==> src/rtl/frog_pkg.sv <==
// Shared types and defaults for the Froge collision/life block.
// The GRACE state is present only when FROGGER_GRACE_EN is defined.
package frog_pkg;

   localparam int NUM_TRUCKS  = 8;
   localparam int DEF_TRUCK_W = 48;
   localparam int DEF_TRUCK_H = 32;
   localparam int DEF_FROG_W  = 32;

   typedef enum logic [2:0] {
      ST_ALIVE     = 3'd0,
      ST_DYING     = 3'd1,
      ST_RESPAWN   = 3'd2,
`ifdef FROGGER_GRACE_EN
      ST_GRACE     = 3'd3,
`endif
      ST_GAME_OVER = 3'd4
   } frog_state_t;

endpackage

==> src/rtl/box_overlap.sv <==
// Combinational bounding-box overlap test between the frog and one truck.
// All four compares are signed and strict, so edge contact is not a hit.
module box_overlap
   import frog_pkg::*;
#(
   parameter int BOX_W   = DEF_TRUCK_W,
   parameter int BOX_H   = DEF_TRUCK_H,
   parameter int FROG_SZ = DEF_FROG_W
)(
   input  logic signed [31:0] i_frog_x,
   input  logic signed [31:0] i_frog_y,
   input  logic signed [31:0] i_box_x,
   input  logic signed [31:0] i_box_y,
   output logic               o_hit
);

   logic signed [31:0] w_box_r;
   logic signed [31:0] w_box_b;
   logic signed [31:0] w_frog_r;
   logic signed [31:0] w_frog_b;

   assign w_box_r  = i_box_x  + 32'(BOX_W);
   assign w_box_b  = i_box_y  + 32'(BOX_H);
   assign w_frog_r = i_frog_x + 32'(FROG_SZ);
   assign w_frog_b = i_frog_y + 32'(FROG_SZ);

   assign o_hit = (i_frog_x < w_box_r) && (i_box_x < w_frog_r) &&
                  (i_frog_y < w_box_b) && (i_box_y < w_frog_b);

endmodule

==> src/rtl/frog_collision.sv <==
// Per-frame truck collision test and frog life cycle (alive/dying/respawn/grace/game over).
// Define FROGGER_GRACE_EN to include the post-respawn invulnerability (GRACE) state.
module frog_collision
   import frog_pkg::*;
#(
   parameter int TRUCK_W      = DEF_TRUCK_W,
   parameter int TRUCK_H      = DEF_TRUCK_H,
   parameter int FROG_W       = DEF_FROG_W,
   parameter int LIVES_INIT   = 3,
   parameter int DEATH_FRAMES = 30,
   parameter int GRACE_FRAMES = 60
)(
   input  logic                  frame_clk,
   input  logic                  Reset,
   input  logic signed [31:0]    frog_x,
   input  logic signed [31:0]    frog_y,
   input  logic signed [31:0]    truck_x [NUM_TRUCKS],
   input  logic signed [31:0]    truck_y [NUM_TRUCKS],
   output logic [NUM_TRUCKS-1:0] hit_mask,
   output logic [2:0]            lives,
   output logic                  frog_dead,
   output logic [4:0]            death_frame,
   output logic                  respawn,
   output logic                  invuln,
   output logic                  game_over
);

   if (LIVES_INIT < 1 || LIVES_INIT > 7 || DEATH_FRAMES < 1 || DEATH_FRAMES > 32 ||
       GRACE_FRAMES < 1) begin : g_param_check
      $error("frog_collision: parameter out of range");
   end

   localparam logic [2:0] C_LIVES_INIT = 3'(LIVES_INIT);
   localparam logic [4:0] C_DEATH_LAST = 5'(DEATH_FRAMES - 1);

   logic [NUM_TRUCKS-1:0] w_overlap;
   frog_state_t           r_state;
   frog_state_t           w_state_nxt;
   logic [2:0]            r_lives;
   logic [2:0]            w_lives_nxt;
   logic [4:0]            r_death_cnt;
   logic [4:0]            w_death_nxt;
   logic [NUM_TRUCKS-1:0] r_hit_mask;

   for (genvar g = 0; g < NUM_TRUCKS; g++) begin : g_box
      box_overlap #(
         .BOX_W   (TRUCK_W),
         .BOX_H   (TRUCK_H),
         .FROG_SZ (FROG_W)
      ) u_box (
         .i_frog_x (frog_x),
         .i_frog_y (frog_y),
         .i_box_x  (truck_x[g]),
         .i_box_y  (truck_y[g]),
         .o_hit    (w_overlap[g])
      );
   end

`ifdef FROGGER_GRACE_EN
   localparam int unsigned GCW = ($clog2(GRACE_FRAMES) < 1) ? 1 : $clog2(GRACE_FRAMES);
   localparam logic [GCW-1:0] C_GRACE_LAST = GCW'(GRACE_FRAMES - 1);

   logic [GCW-1:0] r_grace_cnt;
   logic [GCW-1:0] w_grace_nxt;
`endif

   always_comb begin
      w_state_nxt = r_state;
      w_lives_nxt = r_lives;
      w_death_nxt = '0;
`ifdef FROGGER_GRACE_EN
      w_grace_nxt = '0;
`endif
      case (r_state)
         ST_ALIVE: begin
            // The hit is taken from the live overlap so the death shows one frame after contact.
            if (|w_overlap) begin
               w_state_nxt = ST_DYING;
               if (r_lives != '0) w_lives_nxt = r_lives - 3'd1;
            end
         end
         ST_DYING: begin
            if (r_death_cnt == C_DEATH_LAST) begin
               w_state_nxt = (r_lives == '0) ? ST_GAME_OVER : ST_RESPAWN;
            end else begin
               w_death_nxt = r_death_cnt + 5'd1;
            end
         end
         ST_RESPAWN: begin
`ifdef FROGGER_GRACE_EN
            w_state_nxt = ST_GRACE;
`else
            w_state_nxt = ST_ALIVE;
`endif
         end
`ifdef FROGGER_GRACE_EN
         ST_GRACE: begin
            if (r_grace_cnt == C_GRACE_LAST) begin
               w_state_nxt = ST_ALIVE;
            end else begin
               w_grace_nxt = r_grace_cnt + 1'b1;
            end
         end
`endif
         ST_GAME_OVER: begin
            w_state_nxt = ST_GAME_OVER;
         end
         default: begin
            w_state_nxt = ST_ALIVE;
         end
      endcase
   end

   always_ff @(posedge frame_clk or posedge Reset) begin
      if (Reset) begin
         r_state     <= ST_ALIVE;
         r_lives     <= C_LIVES_INIT;
         r_death_cnt <= '0;
         r_hit_mask  <= '0;
      end else begin
         r_state     <= w_state_nxt;
         r_lives     <= w_lives_nxt;
         r_death_cnt <= w_death_nxt;
         r_hit_mask  <= w_overlap;
      end
   end

`ifdef FROGGER_GRACE_EN
   always_ff @(posedge frame_clk or posedge Reset) begin
      if (Reset) begin
         r_grace_cnt <= '0;
      end else begin
         r_grace_cnt <= w_grace_nxt;
      end
   end

   assign invuln = (r_state == ST_GRACE);
`else
   assign invuln = 1'b0;
`endif

   assign hit_mask    = r_hit_mask;
   assign lives       = r_lives;
   assign frog_dead   = (r_state == ST_DYING);
   assign death_frame = r_death_cnt;
   assign respawn     = (r_state == ST_RESPAWN);
   assign game_over   = (r_state == ST_GAME_OVER);

endmodule

==> config.mk <==
export PLATFORM = sky130hd
export DESIGN_NAME = frog_collision
export DESIGN_NICKNAME = d
export VERILOG_FILES = /design/src/rtl/frog_pkg.sv /design/src/rtl/box_overlap.sv /design/src/rtl/frog_collision.sv
export SDC_FILE = /design/constraint.sdc
export NUM_CORES = 1
export LEC_CHECK = 0
export BUFFER_PORTS_ARGS = -buffer_cell sky130_fd_sc_hd__buf_2
export CORE_UTILIZATION = 42
export CTS_CLUSTER_SIZE = 10
export DETAILED_ROUTE_END_ITERATION = 6
export SYNTH_ARGS = -nofsm -noshare
export SYNTH_HDL_FRONTEND = slang
export SYNTH_SLANG_ARGS = --single-unit
==> constraint.sdc <==
create_clock -name frame_clk -period 1.45 [get_ports frame_clk]
set_input_delay 0.2175 -clock frame_clk [delete_from_list [all_inputs] [get_ports frame_clk]]
set_output_delay 0.2175 -clock frame_clk [all_outputs]
set_load 0.01 [all_outputs]
==> results.txt <==
----------------------------------------------------
[Outcome]
  Run status ... finished, violations left
  Violations in the final reports ... setup timing

[STA]
  Tmin final ... 4.62 ns
  Worst path setup slack after routing ... -3.17 ns
  Final hold viol count ... 0
  Max Fclk ... 216 MHz
  Setup repair after global routing missed its margin ... yes
  Final Max Tran Viols ... 0
  Post-route setup TNS ... -30.43 ns
  Actual slew at the worst max-slew pin ... 0.909 ns
  Normalized max-slew margin ... 0.378
  Post-Route Skew ... 0.00127 ns
  Final worst hold slack ... just over 0.5 ns
  Setup-violating endpoint count in the final report ... 12
  Tcrit/Tclk final ... 3.19

[Cells and area]
  Proportion of layout cells with a drive suffix above 1 ... 0.362
  Final cell area excluding filler cells ... 45300 sq um
  Layout area overhead ... 50.9%
  Number of nets at the end of the flow ... 7284

[Synthesis]
  Area share of the largest cell type after synthesis ... 0.419
  Async S/R FF share, synth ... 1.00
  Number of flops mapped to enable cells by yosys ... 0
  Portion of the post-synthesis area used by sequential elements ... 0.0159
  Net count of the mapped netlist ... 5458
  Number of synthesized register bits ... 19
  Main synth FF type ... dfrtp_1
  Top cells by area, synth ... ha_1, xor2_1, a21oi_1
  Average instance area after synthesis ... 7.75 sq um
  Number of distinct library cell variants in the gate-level netlist after synthesis ... 78
  Synth area leader ... ha_1
  Synth Cell Area ... around 30000 sq um
  Yosys warning total ... 0
  Gate count after technology mapping ... 3874

[Global route]
  Vias in the first global route ... 37429
  Maximum number of pins on one net before global-route repair ... 20
  Antenna violations before repair ... 20
  Congestion Overflow GR ... 0
  Overall fraction of global-route tracks in use ... 0.373
  Wire length of the first global-routing pass ... approximately 210000 um

[Worst setup path]
  Nature of the critical path startpoint ... primary input
  Arrival time of data at the critical path endpoint ... 4.79 ns
  Required time at the endpoint of the critical path ... 1.62 ns
  Max Fanout on Critical Path ... 4
  Kind of end point of the critical path ... flip-flop
  Critical path class ... in -> reg
  Setup slack, reg-to-reg ... 0.09 ns
  Number of cell instances on the worst register-to-register path ... 6
  Reg-to-reg critical path endpoint ... r_state[2]$_DFFE_PP0P_
  Worst R2R Start ... lives[0]$_DFFE_PP1P_

[Floorplanning]
  IO Count ... 598
  Area of the core ... 70400 sq um
  Site Rows ... 97
  Overall die width ... 269 um
  Vertical die dimension ... 269 um
  Area of the die ... 72500 sq um
  Initial Util ... 0.426

[Detailed routing]
  Remaining design rule violation count ... 0
  Overall via count from detail_route ... 37784
  Routed wire length ... 142000 um
  Vias per std cell ... 5.67
  Length of the first detailed-routing pass in iterations ... 6
  Routed length per placed instance ... 21.3 um
  Routed Antenna Nets ... 0
  DR iter-0 viols ... 2330

[Power]
  Power per standard cell area ... around 330 nW/um^2
  Largest vdd supply drop ... approximately 0.54 mV
  Leak pwr ... between 20 and 25 nW
  Overall Power ... 15.0 mW

[Clock tree]
  Clock sink count ... 19
  Clk slew on worst S/H paths ... around 0.050 ns
  Maximum buffer depth of the clock tree ... 2
  TritonCTS buffer count ... 3
  Clock insertion delay at the later pin of the skew report ... 0.25 ns
  CTS tree ... built
  Htree depth ... 1
  CTS root buffer ... clkbuf_16

[Place]
  Instance area at placement ... 43500 sq um
  Dpl hpwl ... 124000 um
  Global placer's final weighted congestion ... 1.02
  Number of input and output port buffers inserted ... 596

[Hold path]
  Class of the worst hold path ... reg -> reg
  Hold_sp ... lives[0]$_DFFE_PP1P_
  Min-Delay Path Depth ... 1
  Hold Crit Endpoint ... lives[0]$_DFFE_PP1P_

[Run]
  Max cap viols ... 0

----------------------------------------------------
## cell usage in the layout (no fill, tap or decap), types with 11 or more instances in the layout
master / n
a21oi_2: 12
a21o_1: 110
nor2_2: 11
and4_1: 29
inv_1: 123
o21ai_1: 38
buf_6: 35
o211ai_1: 14
and3_1: 96
ha_1: 989
o2111ai_1: 15
buf_4: 1203
xnor2_1: 116
nor2_1: 207
o21ai_0: 145
and4_4: 12
nand2_1: 367
nor4_2: 12
ha_4: 14
a21oi_1: 321
nand3_1: 218
dfrtp_1: 16
a211oi_1: 38
a31oi_1: 12
nor2_4: 11
nand2b_1: 28
and3_4: 16
nand4_1: 194
buf_2: 581
nor3_1: 36
diode_2: 22
a2111oi_0: 16
nor4_1: 18
xor2_1: 324
nor2b_1: 29
## cell usage after synthesis (7+ instances only)
cell type  number
a21o_1        110
mux2i_1        12
xor2_1        339
inv_1         123
o2111ai_1      16
and4_1         41
nand2_1       380
nor2_1        229
o21ai_1        33
nor2b_1        37
nor4_1         32
a2111oi_0      26
nand4_1       194
nand3_1       230
nor3b_1        10
o21ai_0       153
and3_1        113
a31oi_1        15
dfrtp_1        17
o211ai_1       14
clkbuf_1        7
o21a_1         10
a21oi_1       333
a221oi_1       14
ha_1         1006
and2_1          9
nand2b_1       29
a221o_1         8
or4_1           8
xnor2_1       127
a211oi_1       39
nor3_1         52
## sequential cells by signal, summed over array words and instances, names as in the netlist
register and count:
hit_mask 8, death_frame 5, lives 3, r_state 3
## kinds of logic (layout without fill, tap and decap cells)
group	Yosys count	count (layout)	synth area share
compound gates	840	840	0.173
xor+xnor	466	466	0.136
fa+ha+maj	1006	1006	0.419
buf+inv	133	1958	0.0168
flops	19	19	0.0159
mux	14	14	0.00475
other cells	1	23	0.000125
simple gates	1395	1395	0.234
## layout make-up
| cell class | instances | area [sq um] |
|---|---|---|
| sequential | 19 | 479 |
| fill | 6435 | 25100 |
| multi-input combinational | 3722 | 30500 |
| timing repair buffer | 1829 | 12500 |
| clock buffer | 3 | 75.1 |
| tap | 940 | 1180 |
| antenna | 22 | 55.1 |
| inverter | 125 | 469 |
| clock inverter | 1 | 5.00 |
## report_power, final
part | internal, mW | switching [mW]
clock network | 0.370 | 0.198
logic | 6.50 | 7.22
registers | 0.652 | 0.107
total | 7.52 | 7.52
## critical path, stage by stage
cell,delay (ns)
buf_6,0.07
and3_4,0.20
and2_4,0.17
and3_4,0.18
nor2b_4,0.22
buf_4,0.15
xnor2_2,0.09
ha_1,0.31
and4_1,0.24
nand2_1,0.10
a2111oi_2,0.36
buf_4,0.21
o311a_1,0.16
o22a_1,0.18
buf_6,0.14
a2111oi_2,0.05
o311a_1,0.20
or4_1,0.52
or4_4,0.46
buf_6,0.15
o211ai_4,0.18
mux2i_1,0.23
## routing by layer
| metal | global-route usage | wire length, um | vias to the layer above |
|---|---|---|---|
| li1 | - | - | 18387 |
| met1 | 0.433 | 56000 | 17810 |
| met2 | 0.680 | 69600 | 1254 |
| met3 | 0.0208 | 7190 | 333 |
| met4 | 0.203 | 8790 | 0 |
| met5 | 0 | 0 | - |
## how the worst max path moves through the flow
stage                            start                   end  slack, ns  cells past startpoint
after floorplan              frog_y[5]  lives[2]$_DFFE_PP0P_      -2.92                     19
after global placement       frog_y[5]  lives[2]$_DFFE_PP0P_      -3.60                     22
after detailed placement     frog_y[5]  lives[2]$_DFFE_PP0P_      -3.65                     21
after CTS                    frog_y[6]  lives[2]$_DFFE_PP0P_      -3.16                     21
after global routing      truck_x[230]  lives[1]$_DFFE_PP1P_      -3.31                     23
final                        frog_x[9]  lives[1]$_DFFE_PP1P_      -3.17                     22
## per-stage QoR
| step | cells | utilization | setup WS [ns] |
|---|---|---|---|
| final | 6661 | 0.643 | -3.17 |
| after global placement | 6576 | 0.617 | -3.60 |
| after global routing | 6656 | 0.643 | -3.31 |
| after floorplan | 3874 | - | -2.92 |
| after detailed placement | 6576 | 0.617 | -3.65 |
| after CTS | 6613 | 0.633 | -3.16 |
## timing repair
item	CTS	global route
buffers inserted	33	28
hold buffers	1	0
endpoints found under the hold margin	17	0
endpoints found under the setup margin	13	15
cloned	0	0
pin swaps	94	72
gates resized for setup	168	92
Note: power is estimated with default switching activity, not from simulation.
